===== src/rtl/alu_issue_pkg.sv =====
// Shared constants for the ALU issue/writeback stage: ALU function codes,
// FSM state encodings and default sizing.
package alu_issue_pkg;

    localparam int DMEM_DATA_WIDTH = 16;
    localparam int ISSUE_NUM_REGS  = 8;

    localparam logic [2:0] ALU_FUNC_ADD = 3'd0;
    localparam logic [2:0] ALU_FUNC_SUB = 3'd1;
    localparam logic [2:0] ALU_FUNC_AND = 3'd2;
    localparam logic [2:0] ALU_FUNC_OR  = 3'd3;
    localparam logic [2:0] ALU_FUNC_XOR = 3'd4;
    localparam logic [2:0] ALU_FUNC_SLL = 3'd5;
    localparam logic [2:0] ALU_FUNC_SRL = 3'd6;

    typedef enum logic [1:0] {
        ISSUE_ST_IDLE = 2'd0,
        ISSUE_ST_EXEC = 2'd1,
        ISSUE_ST_WB   = 2'd2
    } issue_state_e;

endpackage


===== src/rtl/alu_regfile.sv =====
// Register file for the issue stage: two operand read ports, one debug read
// port and one synchronous write port. r0 is hardwired to zero.
module alu_regfile
    import alu_issue_pkg::*;
#(
    parameter int DATA_WIDTH = DMEM_DATA_WIDTH,
    parameter int NUM_REGS   = ISSUE_NUM_REGS,
    parameter int RA_W       = $clog2(NUM_REGS)
) (
    input  logic                  clk,
    input  logic                  rst_n,
    input  logic [RA_W-1:0]       raddr1,
    input  logic [RA_W-1:0]       raddr2,
    output logic [DATA_WIDTH-1:0] rdata1,
    output logic [DATA_WIDTH-1:0] rdata2,
    input  logic [RA_W-1:0]       dbg_addr,
    output logic [DATA_WIDTH-1:0] dbg_data,
    input  logic                  we,
    input  logic [RA_W-1:0]       waddr,
    input  logic [DATA_WIDTH-1:0] wdata
);

    logic [DATA_WIDTH-1:0] mem_q [NUM_REGS];
    logic [DATA_WIDTH-1:0] mem_d [NUM_REGS];

    // Next-state of the array; writes to r0 are dropped so it stays zero.
    always_comb begin
        for (int i = 0; i < NUM_REGS; i++) begin
            mem_d[i] = mem_q[i];
        end
        if (we && (waddr != '0)) begin
            mem_d[waddr] = wdata;
        end else begin
            mem_d[0] = '0;
        end
    end

    // Array storage with asynchronous clear.
    always_ff @(posedge clk or negedge rst_n) begin
        if (!rst_n) begin
            for (int i = 0; i < NUM_REGS; i++) begin
                mem_q[i] <= '0;
            end
        end else begin
            for (int i = 0; i < NUM_REGS; i++) begin
                mem_q[i] <= mem_d[i];
            end
        end
    end

    assign rdata1   = (raddr1 == '0)   ? '0 : mem_q[raddr1];
    assign rdata2   = (raddr2 == '0)   ? '0 : mem_q[raddr2];
    assign dbg_data = (dbg_addr == '0) ? '0 : mem_q[dbg_addr];

endmodule


===== src/rtl/alu_issue.sv =====
// Operand-fetch/issue and writeback stage wrapped around an external
// combinational ALU. One op in flight: IDLE -> EXEC -> WB -> IDLE.
module alu_issue
    import alu_issue_pkg::*;
#(
    parameter int DATA_WIDTH = DMEM_DATA_WIDTH,
    parameter int NUM_REGS   = ISSUE_NUM_REGS,
    parameter int RA_W       = $clog2(NUM_REGS)
) (
    input  logic                  clk,
    input  logic                  rst_n,
    input  logic                  instr_valid,
    output logic                  instr_ready,
    input  logic [2:0]            instr_func,
    input  logic                  instr_alu_en,
    input  logic [RA_W-1:0]       instr_rd,
    input  logic [RA_W-1:0]       instr_rs1,
    input  logic [RA_W-1:0]       instr_rs2,
    input  logic                  instr_use_imm,
    input  logic [DATA_WIDTH-1:0] instr_imm,
    output logic [DATA_WIDTH-1:0] alu_a,
    output logic [DATA_WIDTH-1:0] alu_b,
    output logic [2:0]            alu_func,
    output logic                  alu_enable,
    input  logic [DATA_WIDTH-1:0] alu_z,
    output logic                  wb_valid,
    output logic [RA_W-1:0]       wb_rd,
    output logic [DATA_WIDTH-1:0] wb_data,
    input  logic [RA_W-1:0]       dbg_addr,
    output logic [DATA_WIDTH-1:0] dbg_data
);

    issue_state_e          state_q, state_d;
    logic                  ready_q, ready_d;
    logic [DATA_WIDTH-1:0] a_q, a_d;
    logic [DATA_WIDTH-1:0] b_q, b_d;
    logic [2:0]            func_q, func_d;
    logic                  alu_enable_q, alu_enable_d;
    logic [RA_W-1:0]       rd_q, rd_d;
    logic [DATA_WIDTH-1:0] result_q, result_d;
    logic                  wb_valid_q, wb_valid_d;
    logic [RA_W-1:0]       wb_rd_q, wb_rd_d;

    logic [DATA_WIDTH-1:0] rs1_data_s;
    logic [DATA_WIDTH-1:0] rs2_data_s;
    logic                  rf_we_s;

    // The write lands on the WB->IDLE edge, so the next accept sees it.
    assign rf_we_s = (state_q == ISSUE_ST_WB);

    alu_regfile #(
        .DATA_WIDTH (DATA_WIDTH),
        .NUM_REGS   (NUM_REGS),
        .RA_W       (RA_W)
    ) u_regfile (
        .clk      (clk),
        .rst_n    (rst_n),
        .raddr1   (instr_rs1),
        .raddr2   (instr_rs2),
        .rdata1   (rs1_data_s),
        .rdata2   (rs2_data_s),
        .dbg_addr (dbg_addr),
        .dbg_data (dbg_data),
        .we       (rf_we_s),
        .waddr    (rd_q),
        .wdata    (result_q)
    );

    // Next-state and output decode for the issue FSM.
    always_comb begin
        state_d      = state_q;
        a_d          = a_q;
        b_d          = b_q;
        func_d       = func_q;
        rd_d         = rd_q;
        result_d     = result_q;
        wb_rd_d      = wb_rd_q;
        alu_enable_d = 1'b0;
        wb_valid_d   = 1'b0;
        case (state_q)
            ISSUE_ST_IDLE: begin
                if (instr_valid) begin
                    a_d          = rs1_data_s;
                    b_d          = instr_use_imm ? instr_imm : rs2_data_s;
                    func_d       = instr_func;
                    rd_d         = instr_rd;
                    alu_enable_d = instr_alu_en;
                    state_d      = ISSUE_ST_EXEC;
                end else begin
                    state_d = ISSUE_ST_IDLE;
                end
            end
            ISSUE_ST_EXEC: begin
                result_d   = alu_z;
                wb_rd_d    = rd_q;
                wb_valid_d = 1'b1;
                state_d    = ISSUE_ST_WB;
            end
            ISSUE_ST_WB: begin
                state_d = ISSUE_ST_IDLE;
            end
            default: begin
                state_d = ISSUE_ST_IDLE;
            end
        endcase
        ready_d = (state_d == ISSUE_ST_IDLE);
    end

    // FSM state, operand and writeback registers.
    always_ff @(posedge clk or negedge rst_n) begin
        if (!rst_n) begin
            state_q      <= ISSUE_ST_IDLE;
            ready_q      <= 1'b1;
            a_q          <= '0;
            b_q          <= '0;
            func_q       <= 3'd0;
            alu_enable_q <= 1'b0;
            rd_q         <= '0;
            result_q     <= '0;
            wb_valid_q   <= 1'b0;
            wb_rd_q      <= '0;
        end else begin
            state_q      <= state_d;
            ready_q      <= ready_d;
            a_q          <= a_d;
            b_q          <= b_d;
            func_q       <= func_d;
            alu_enable_q <= alu_enable_d;
            rd_q         <= rd_d;
            result_q     <= result_d;
            wb_valid_q   <= wb_valid_d;
            wb_rd_q      <= wb_rd_d;
        end
    end

    assign instr_ready = ready_q;
    assign alu_a       = a_q;
    assign alu_b       = b_q;
    assign alu_func    = func_q;
    assign alu_enable  = alu_enable_q;
    assign wb_valid    = wb_valid_q;
    assign wb_rd       = wb_rd_q;
    assign wb_data     = result_q;

endmodule


===== config.mk =====
export PLATFORM = sky130hd
export DESIGN_NAME = alu_issue
export DESIGN_NICKNAME = d
export VERILOG_FILES = /design/src/rtl/alu_issue_pkg.sv /design/src/rtl/alu_regfile.sv /design/src/rtl/alu_issue.sv
export SDC_FILE = /design/constraint.sdc
export NUM_CORES = 1
export LEC_CHECK = 0
export CORE_MARGIN = 2
export CORE_UTILIZATION = 30
export DETAILED_ROUTE_END_ITERATION = 8
export PLACE_DENSITY = 0.58
export SETUP_SLACK_MARGIN = 0.5
export SLEW_MARGIN = 20
export SYNTH_ARGS = -nofsm -noshare
export SYNTH_HDL_FRONTEND = slang
export SYNTH_SLANG_ARGS = --single-unit

===== constraint.sdc =====
create_clock -name clk -period 3 [get_ports clk]
set_input_delay 0.6 -clock clk [delete_from_list [all_inputs] [get_ports clk]]
set_output_delay 0.6 -clock clk [all_outputs]
set_load 0.02 [all_outputs]

# Word level (Yosys, flattened, before mapping)
# Index checks and enable logic that the tools add are counted.
# word_totals
rom_bits	0
mem_count	0
in_bits	52
ram_bits	0
latchBits	0
word_cells	60
register_bits	190
out_inout_bits	73
# op_classes
bitwise	4
n_reduce_logical	9
addsub	0
n_eq_ne	2
mux	22
magnitude_cmp	5
multipliers	0
n_div	0
shift	0
# op_table
op	count
16-bit 2-to-1 mux	12
16-bit binary-select mux with 3-bit select	3
128-bit bitwise mux	1
16-bit demux with 3-bit select	1
4-bit >= comparator (second input constant)	4
3-bit inverter with 4-bit output	4
3-bit logical NOT	3
2-bit logical NOT	2
4-bit by 1-bit < comparator with 1-bit output (second input constant)	1
1-bit 2-to-1 mux	4
2-bit case mux with 2 select lines	1
3-bit nonzero test	1
2-bit by 1-bit equality test with 1-bit output (second input constant)	1
2-bit equality test (second input constant)	1
1-bit logical AND	2
2-bit AND reduction	1

# Logic depth before layout (Yosys ltp)
# Gate-level depths: netlist of run 1.
# depth
word_depth	7
depth_mapped	6
ltp_nobuf	4

# By module
# Synthesis of run 1 repeated with hierarchy kept, for this count alone.
# unflattened
hier_cells	715
area_unflattened_um2	9723.1
# by_module_without_submodules
mod	seq_area_each_um2	area_each_um2	cells_per_inst	instances
alu_regfile	2802.7	7214.4	565	1
alu_issue	1552.7	2508.7	150	1

# Worst setup path after synthesis of run 1
# OpenSTA, ideal clock, no wires.
# synth_path
kind	input-to-output
startpoint	input port dbg_addr[1]
endpoint	output port dbg_data[15]
slack_ps	493
t_required_ps	2400
arrival_ps	1907
path_stages	6
path_buffers	3
path_cell_list	clkbuf_1 nor2b_1 clkbuf_1 buf_2 a22oi_1 o21ai_0
# synth_between
elab_chain_cells	5
elab_cells_between_ends	6
classes_between	mux (4); bitwise (1); reduce/logical (1)
# synth_rtl
item	line_no	source
from (decl)	alu_issue.sv:29	input logic [RA_W-1:0] dbg_addr,
3-bit inverter with 4-bit output (implied by the code)	alu_regfile.sv:53	assign dbg_data = (dbg_addr == '0) ? '0 : mem_q[dbg_addr];
16-bit binary-select mux with 3-bit select	alu_regfile.sv:53	
16-bit 2-to-1 mux (implied by the code) (2 in series)	alu_regfile.sv:53	
16-bit 2-to-1 mux *	alu_regfile.sv:53	
to (decl)	alu_issue.sv:30	output logic [DATA_WIDTH-1:0] dbg_data
# Mark *: on every way between the ends. The rest lies on a longest branch, timed or not. The select of a mux whose other input is x is not followed.

# Worst setup path in the final report of run 1
# layout_path
startpoint	input port dbg_addr[1]
endpoint	output port dbg_data[10]
# Same word-level chain as after synthesis.

==> results of run 1 <==
-- layout make-up --
type / instances / area (um2)
flip-flops and latches: 174 / 4360
clock buffers: 17 / 425
repair buffers: 187 / 1820
well taps: 396 / 495
clock inverters: 15 / 154
inverters: 17 / 63.8
fillers: 2993 / 18800
multi-input cells: 477 / 4660
-- logic make-up (layout without fill, tap and decap cells) --
group,Yosys count,in the layout,share of synthesized area
compound gates,142,142,0.117
simple gates,76,76,0.0487
flops,174,174,0.463
mux,259,259,0.329
buf+inv,82,236,0.0418
-- cell usage in the layout (no fill, tap or decap), types with 7 or more instances in the layout --
master	n
a221oi_1	35
inv_6	8
a22oi_1	18
clkbuf_16	17
o211a_1	9
buf_12	8
dfrtp_1	173
buf_4	52
nand2_1	34
mux2_4	10
o211ai_1	8
mux2i_1	35
clkdlybuf4s50_1	102
a221o_1	8
mux2_2	198
and3_1	8
inv_1	16
o31ai_1	9
o22ai_1	9
nand3b_1	9
nor2b_1	7
buf_2	14
a21oi_1	21
mux4_2	16
-- flip-flops by register name, indices dropped and copies added (netlist names) --
name	count
alu_func	3
rd_q	3
u_regfile.mem_q	112
alu_b	16
wb_data	16
alu_enable	1
wb_valid	1
alu_a	16
instr_ready	1
state_q	2
wb_rd	3
-- metal layers --
layer	track usage	vias up
li1	-	3100
met5	0	-
met2	0.298	248
met4	0.0462	0
met3	0.0399	36
met1	0.252	3633
-- power groups by stage --
stage	clock [mW]	sequential, mW	combinational (mW)
final	2.24	4.45	3.78
after global routing	2.39	4.59	4.08
after global placement	0	4.43	3.77
after floorplan	0	4.36	2.29
after detailed placement	0	4.45	3.82
after CTS	2.28	4.41	3.82
-- repair_timing --
action / 4_1_cts / 5_1_grt
setup endpoints to repair: 16 / 11
buffers inserted: 2 / 0
resized for setup: 64 / 10
gates cloned: 3 / 0
-- critical path, cell delays in order --
cell,delay [ps]
buf_4,150
bufbuf_16,300
mux2_2,350
a221oi_2,230
a21oi_1,80
buf_2,170
-- Yosys cell counts (2+ instances only) --
cell      number
mux2_2       198
dfrtp_1      173
a221oi_1      37
mux2i_1       35
nand2_1       34
clkbuf_1      28
buf_2         24
a21oi_1       21
a22oi_1       18
inv_1         16
mux4_2        16
mux2_4        10
nand3b_1       9
o211a_1        9
o22ai_1        9
o31ai_1        9
a221o_1        8
and3_1         8
buf_4          8
o211ai_1       8
nor2b_1        7
a211oi_1       6
o221ai_1       6
o22a_1         6
and2b_2        3
and2_1         2
buf_1          2
nand3b_2       2
nor2_1         2
nor3b_4        2
o21ai_0        2
-- path summary, 6_finish.rpt --
check | from | end | slack (ps) | cells after the start
min in group clk | alu_func[1] | alu_func[1] | 480 | 2
worst min-delay path | rst_n | wb_data[4] | 80 | 1
worst max register to register | state_q[1] | u_regfile.mem_q[102] | 800 | 5
max in group asynchronous | rst_n | wb_data[7] | 2060 | 2
worst max-delay path | dbg_addr[1] | dbg_data[10] | 520 | 6
worst min register to register | alu_func[1] | alu_func[1] | 480 | 2
-- metrics by stage --
stage	setup slack [ps]	hold WS (ps)	setup TNS [ps]
CTS	460	85.7	0
global route	440	93.3	0
detailed placement	-276	462	-3990
global placement	-275	458	-3980
finish	516	76.6	0
floorplan	617	304	0
==> out/qor.csv, run 1 <==
metric;value;unit
CP Data Arrival Time;1880;ps
fmax;403;MHz
WL/cell;23.4;um
largest net degree at the start of global routing;55;
Die H;181;um
Total Routing Usage GR;0.184;
endpoints failing hold;0;
CP startpoint kind;primary input;
DRT iter0 DRCs;459;
Int Pwr;6.73;mW
Power Density;874;nW/um2
Slew headroom;0.335;
number of synthesized register bits;174;
clock power share;0.214;
Seq pwr share;0.425;
Cell variety after synth;46;
synthesized area;9400;um2
met1 WL;13700;um
CTS tree;built;
Nets;926;
Met2 Routed Length;14200;um
Non-Filler Instances;1283;
crit path max fanout;7;
Async S/R FF share, synth;1.00;
routed vias;7017;
GR Overflow Total;0;
fin crit period;2480;ps
worst endpoint required time;2400;ps
Final Util;0.390;
switching share of power;0.358;
Tightest Hold Check Type;in2async;
global-route wire length before repair;45800;um
full die area;32800;um2
initial antenna violation count;0;
worst-margin pin slew;997;ps
post-route cell area;12000;um2
ranking of synthesized cells by area;dfrtp_1 46%, mux2_2 24%, mux4_2 3.8%;
max_cap viols;0;
Pre-antenna DRT Iters;5;
top layer in use;met4;
CP Class;in2out;
Worst VDD drop;431;uV
HPWL after DPL;19500;um
Post-Place Cell Area;11300;um2
Routability Congestion;0.811;
largest area contributor in the synthesized netlist;dfrtp_1;
fin crit share;0.828;
Post-Syn Nets;785;
Worst setup EP type;output pin;
final setup fails;0;
Avg Cell Area, Syn;12.8;um2
DR vias/cell;5.47;
met3 WL;1680;um
# diodes;0;
PortBufs;124;
CTS H-tree lvls;4;
Top FF cell, synth;dfrtp_1;
Clock Sinks;174;
final WL;30000;um
Synth Warn #;0;
number of global-route vias before repair;7197;
number of synthesized flops with an enable pin;0;
clock transition at the registers of the reported paths;80;ps
starting density of the core;0.306;
Pwr Total;10.5;mW
clk_skew;9.46;ps
unrepaired setup endpoints after global routing;true;
fin. max-slew vios;0;
site row count;64;
top cell type's share of synthesized area;0.461;
Max clock buf depth;2;
Inst Count DP;1246;
synthesized instance count;733;
total CTS buffers;17;
hold_buf cts;0;
share of layout cells above drive strength 1;0.400;
area delta synth->final;27.4;%
Die Wd;181;um
sequential-to-total area share from yosys stat;0.463;
DRT antenna net count;0;
Skew-Pair Late Insertion Delay;440;ps
DRC violations left;0;
status;completed;
Combinational Power Share;0.361;
Leak Pwr;5.23;nW
Core Area;30700;um2
Net Sw Power;3.74;mW
top-level I/O count;125;
root buffer cell;clkbuf_16;
Note: power is estimated with default switching activity, not from simulation.
==> inputs of run 2 (changes only) <==
PLACE_DENSITY = 0.59   (was 0.58)
clock period = 2.2 ns   (was 3 ns; I/O delays follow)
==> out/qor.csv, run 2 (same netlist as run 1, synthesis figures left out) <==
metric;value;unit;change
status;completed;;
Reg2Reg Setup Slack;470;ps;-330 ps
Clock Sinks;174;;unchanged
DRT iter0 DRCs;458;;-0.22%
CTS tree;built;;
CP Class;reg2out;;
CTS H-tree lvls;4;;unchanged
Skew-Pair Late Insertion Delay;440;ps;about the same
fillers;2879;;-3.8%
root buffer cell;clkbuf_16;;
Die Wd;181;um;unchanged
Die H;181;um;unchanged
# diodes;0;;unchanged
WP buf/inv;2;;-1
setup_tns;0;ps;unchanged
endpoints failing hold;0;;unchanged
Core Area;30700;um2;unchanged
fin. max-slew vios;0;;unchanged
most frequent cells in the layout;178 x mux2_2, 156 x dfrtp_1, 153 x buf_4;;
clock transition at the registers of the reported paths;70;ps;about the same
unrepaired setup endpoints after global routing;true;;
HPWL after DPL;20100;um;+3.1%
number of global-route vias before repair;7705;;+7.1%
max_cap viols;0;;unchanged
full die area;32800;um2;unchanged
Pre-antenna DRT Iters;5;;unchanged
commonest non-fill, non-tap cell in the layout;mux2_2;;
worst endpoint required time;1760;ps;-640 ps
WL/cell;22.9;um;-2.4%
worst-margin pin slew;634;ps;-363 ps
max reg flops;112;;unchanged
worst r2r src;u_regfile.mem_q[37];;
fmax;489;MHz;
CP startpoint kind;flip-flop;;
Worst VDD drop;558;uV;+29%
Cell Chain, Critical Path;mux4_2 -> inv_2 -> a21oi_2 -> buf_6;;
total CTS buffers;17;;unchanged
hold slack;439;ps;+362 ps
DRT antenna net count;0;;unchanged
DR vias/cell;5.39;;-1.5%
clk_skew;11.7;ps;+2.28 ps
Setup WS pre-CTS;-794;ps;-518 ps
routed vias;7575;;+8.0%
CP Data Arrival Time;1600;ps;-280 ps
crit path max fanout;4;;-3
top-level I/O count;125;;unchanged
area delta synth->final;43.0;%;
DRC violations left;0;;unchanged
largest net degree at the start of global routing;63;;+15%
final worst slack;157;ps;-359 ps
Top reg by flops;u_regfile.mem_q;;
max incr delay on CP;510;ps;+160 ps
Max clock buf depth;2;;unchanged
initial antenna violation count;0;;unchanged
Slew headroom;0.575;;+0.240
PortBufs;124;;unchanged
Power Density;1190;nW/um2;+36%
final WL;32100;um;+7.0%
Routability Congestion;0.818;;+0.85%
Worst setup EP type;output pin;;
fin crit share;0.929;;
Tightest Hold Check Type;in2async;;
R2R Path End;alu_b[5];;
slowest CP cell;mux4_2;;
Total Routing Usage GR;0.193;;+0.00871
site row count;64;;unchanged
global-route wire length before repair;47800;um;+4.4%
GR Overflow Total;0;;unchanged
Pwr Total;16.0;mW;+53%
Leak Pwr;6.12;nW;+17%
final setup fails;0;;unchanged
share of layout cells above drive strength 1;0.556;;+0.156
starting density of the core;0.306;;unchanged
Nets;1049;;+13%
R2R depth;6;;+1
fin crit period;2040;ps;
CP delay by family, top;multiplexers;;
-- run 2: cell types whose count changed in the layout (fill, tap and decap cells not counted), sizes merged --
cell and change:
clkdlybuf4s15 +4, dlygate4sd3 +1, bufbuf -2, inv -7
clkdlybuf4s50 -59, buf +127, clkbuf +14, dlygate4sd2 +42
clkinvlp +2, bufinv +1
-- run 2: per-layer routing --
metal  vias up  GRT usage  routed length, um
met5         -          0                  0
met4         0     0.0686                771
met3        56     0.0405               1700
met2       255      0.318              15400
met1      3907      0.252              14300
li1       3357          -                  -
-- run 2: power by group --
group          leakage [nW]  total [mW]  internal, mW  switching (mW)
Combinational          3.67        7.10          4.09            3.01
Sequential             2.17        5.75          4.56            1.19
Clock                 0.286        3.13          1.78            1.36
Total                  6.12        16.0          10.4            5.56
-- run 2: repair_timing --
item | 4_1_cts | 5_1_grt
pin swaps | 17 | 9
setup endpoints to repair | 125 | 143
gates cloned | 4 | 2
buffers inserted | 70 | 23
resized for setup | 223 | 66
hold buffers | 1 | 0
hold endpoints to repair | 21 | 0
-- run 2: area by class of cell --
cell class,count,area (um2),share of cell area
well taps,396,495,0.0369
flip-flops and latches,174,4380,0.326
repair buffers,310,2920,0.217
inverters,17,72.6,0.00540
clock buffers,21,470,0.0350
clock inverters,11,131,0.00977
multi-input cells,477,4980,0.370
-- run 2: worst max-delay path by stage --
stage | start | endpoint | slack [ps] | cells after the start
2_1_floorplan | dbg_addr[1] | dbg_data[10] | 410 | 5
3_3_place_gp | dbg_addr[1] | dbg_data[1] | -790 | 6
3_5_place_dp | dbg_addr[1] | dbg_data[1] | -790 | 6
4_1_cts | u_regfile.mem_q[35] | dbg_data[3] | 150 | 4
5_1_grt | u_regfile.mem_q[66] | dbg_data[2] | 110 | 4
6_report | u_regfile.mem_q[21] | dbg_data[5] | 160 | 4
-- run 2: metrics by stage --
stage	util	std cells	instance area (um2)
after floorplan	-	733	9630
after CTS	0.424	1381	13000
after detailed placement	0.383	1274	11800
after global placement	0.383	1274	11800
after global routing	0.437	1406	13400
final	0.437	1406	13400
==> inputs of run 3 (changes only) <==
ABC_CLOCK_PERIOD_IN_PS = 2200   (was unset)
==> results of run 3 <==
The final DEF is identical to that of run 2; final timing and power are the same.
==> edit: new RTL, config.mk and constraints of run 3 <==
Reset style: synchronous (`rst_n`), changed in 2 clocked blocks. Comments in the files are not updated.
--- a/src/rtl/alu_regfile.sv
+++ b/src/rtl/alu_regfile.sv
@@ -38,3 +38,3 @@
     // Array storage with asynchronous clear.
-    always_ff @(posedge clk or negedge rst_n) begin
+    always_ff @(posedge clk) begin
         if (!rst_n) begin
--- a/src/rtl/alu_issue.sv
+++ b/src/rtl/alu_issue.sv
@@ -109,3 +109,3 @@
     // FSM state, operand and writeback registers.
-    always_ff @(posedge clk or negedge rst_n) begin
+    always_ff @(posedge clk) begin
         if (!rst_n) begin
Behaviour: differs if rst_n is asserted again (counterexample within 4 cycles, from zero or initial values and one cycle with rst_n low); with rst_n held inactive, the same outputs for 4 cycles.
==> edit against run 3 <==
Sequential cell count is 32 higher. Non-clock buffer count is 49 lower. Setup slack worse by 0.039 ns. Sequential share of layout area is 1.1 points lower. Synthesized area is 6.3% higher. Register-to-register slack better by 0.02 ns. Routed wire length is 8.0% higher. Cell area is 4.9% higher. Global-route usage is 0.077 points higher.
Power is not compared: it rests on default switching activity, and its combinational part moved more than twofold at a synthesized area within 25%.
==> edit: results (changes against run 3) <==
status -> finished, final reports clean (unchanged)
layout cells sized above 1 -> 39.2% (was 55.6%)
Syn Inst Count -> 1,028 (was 733)
Clk Latency, worst-skew pair -> 0.53 ns (was 0.44 ns)
largest net degree at the start of global routing -> 107 (was 63)
nets@finish -> 1,263 (was 1,049)
complex-gate fraction of the synthesized area -> 13.7% (was 11.7%)
largest cells by area after synthesis -> dfxtp_1 (38%), mux4_2 (12%), mux2i_1 (6.9%), mux2_2 (5.3%), edfxtp_1 (4.8%) (was dfrtp_1 (46%), mux2_2 (24%), mux4_2 (3.8%), mux2i_1 (3.7%), a221oi_1 (3.4%))
R2R cell count -> 4 (was 6)
routed vias/inst -> 5.31 (was 5.39)
Tightest Hold Check Type -> input port to flop (was input port to asynchronous set/reset pin)
GRT Resource Usage Total -> 19.4% (was 19.3%)
Placed Cells -> 1,573 (was 1,274)
Crit Reg-Reg Endpoint -> alu_b[11] (was alu_b[5])
DP Worst Slack -> -0.713 ns (was -0.794 ns)
CTS Buf Count -> 23 (was 17)
Crit Path Max Fanout -> 6 (was 4)
crit path max-delay cell type -> mux2_2 (was mux4_2)
DPL Wire Length -> 23.0 mm (was 20.1 mm)
ys async rst share -> 0% (was 100%)
syn_nets -> 1,080 (was 785)
Slew @ Worst Pin -> 0.808 ns (was 0.634 ns)
Max Freq -> 480 MHz (was 489 MHz)
arrival time of the worst setup path -> 1.64 ns (was 1.60 ns)
cell area after placement -> 12,400 µm² (was 11,800 µm²)
EDFF count, synth -> 16 (was 0)
CP max stage delay -> 0.34 ns (was 0.51 ns)
number of global-route vias before repair -> 8,749 (was 7,705)
## edit: power breakdown
group          switching [µW]  internal (µW)
registers                53.2           3850
logic                     672            550
clock network            1590           2250
## edit: per-stage QoR
| stage | utilization [%] | hold slack, ns |
|---|---|---|
| floorplan | - | 0.453 |
| global placement | 37.9 | 0.442 |
| detailed placement | 37.9 | 0.449 |
| CTS | 41.6 | 0.399 |
| global route | 43.1 | 0.446 |
| finish | 43.1 | 0.433 |
## edit: metal layers
metal / GRT usage [%] / share of wire, %
met2: 30.3 / 44
met3: 2.71 / 6.0
met1: 28.0 / 47
met5: 0 / 0
met4: 5.37 / 2.9
## edit: tightest hold or removal path, cell delays in order
cell and delay (ns):
buf_4 0.13, inv_2 0.08, or3_4 0.16, o32ai_2 0.09
## edit: repair_timing
item	4_1_cts	5_1_grt
resized for setup	323	117
gates cloned	2	1
buffers inserted	39	13
setup endpoints to repair	152	105
pin swaps	14	20
## edit: final cells by class
| class | instances | area, µm² | area share [%] |
|---|---|---|---|
| clock inverter | 6 | 72.6 | 0.515 |
| timing repair buffer | 261 | 2590 | 18.4 |
| inverter | 18 | 70.1 | 0.497 |
| clock buffer | 34 | 677 | 4.80 |
| tap | 442 | 553 | 3.92 |
| multi-input combinational | 701 | 5710 | 40.5 |
| sequential | 206 | 4430 | 31.4 |
## edit: worst max path at each step
stage / from / end
2_1_floorplan: dbg_addr[1] / dbg_data[2]
3_3_place_gp: dbg_addr[1] / dbg_data[14]
3_5_place_dp: dbg_addr[1] / dbg_data[7]
4_1_cts: u_regfile.mem_q[1][7] / dbg_data[7]
5_1_grt: u_regfile.mem_q[3][14] / dbg_data[14]
6_report: dbg_addr[1] / dbg_data[14]
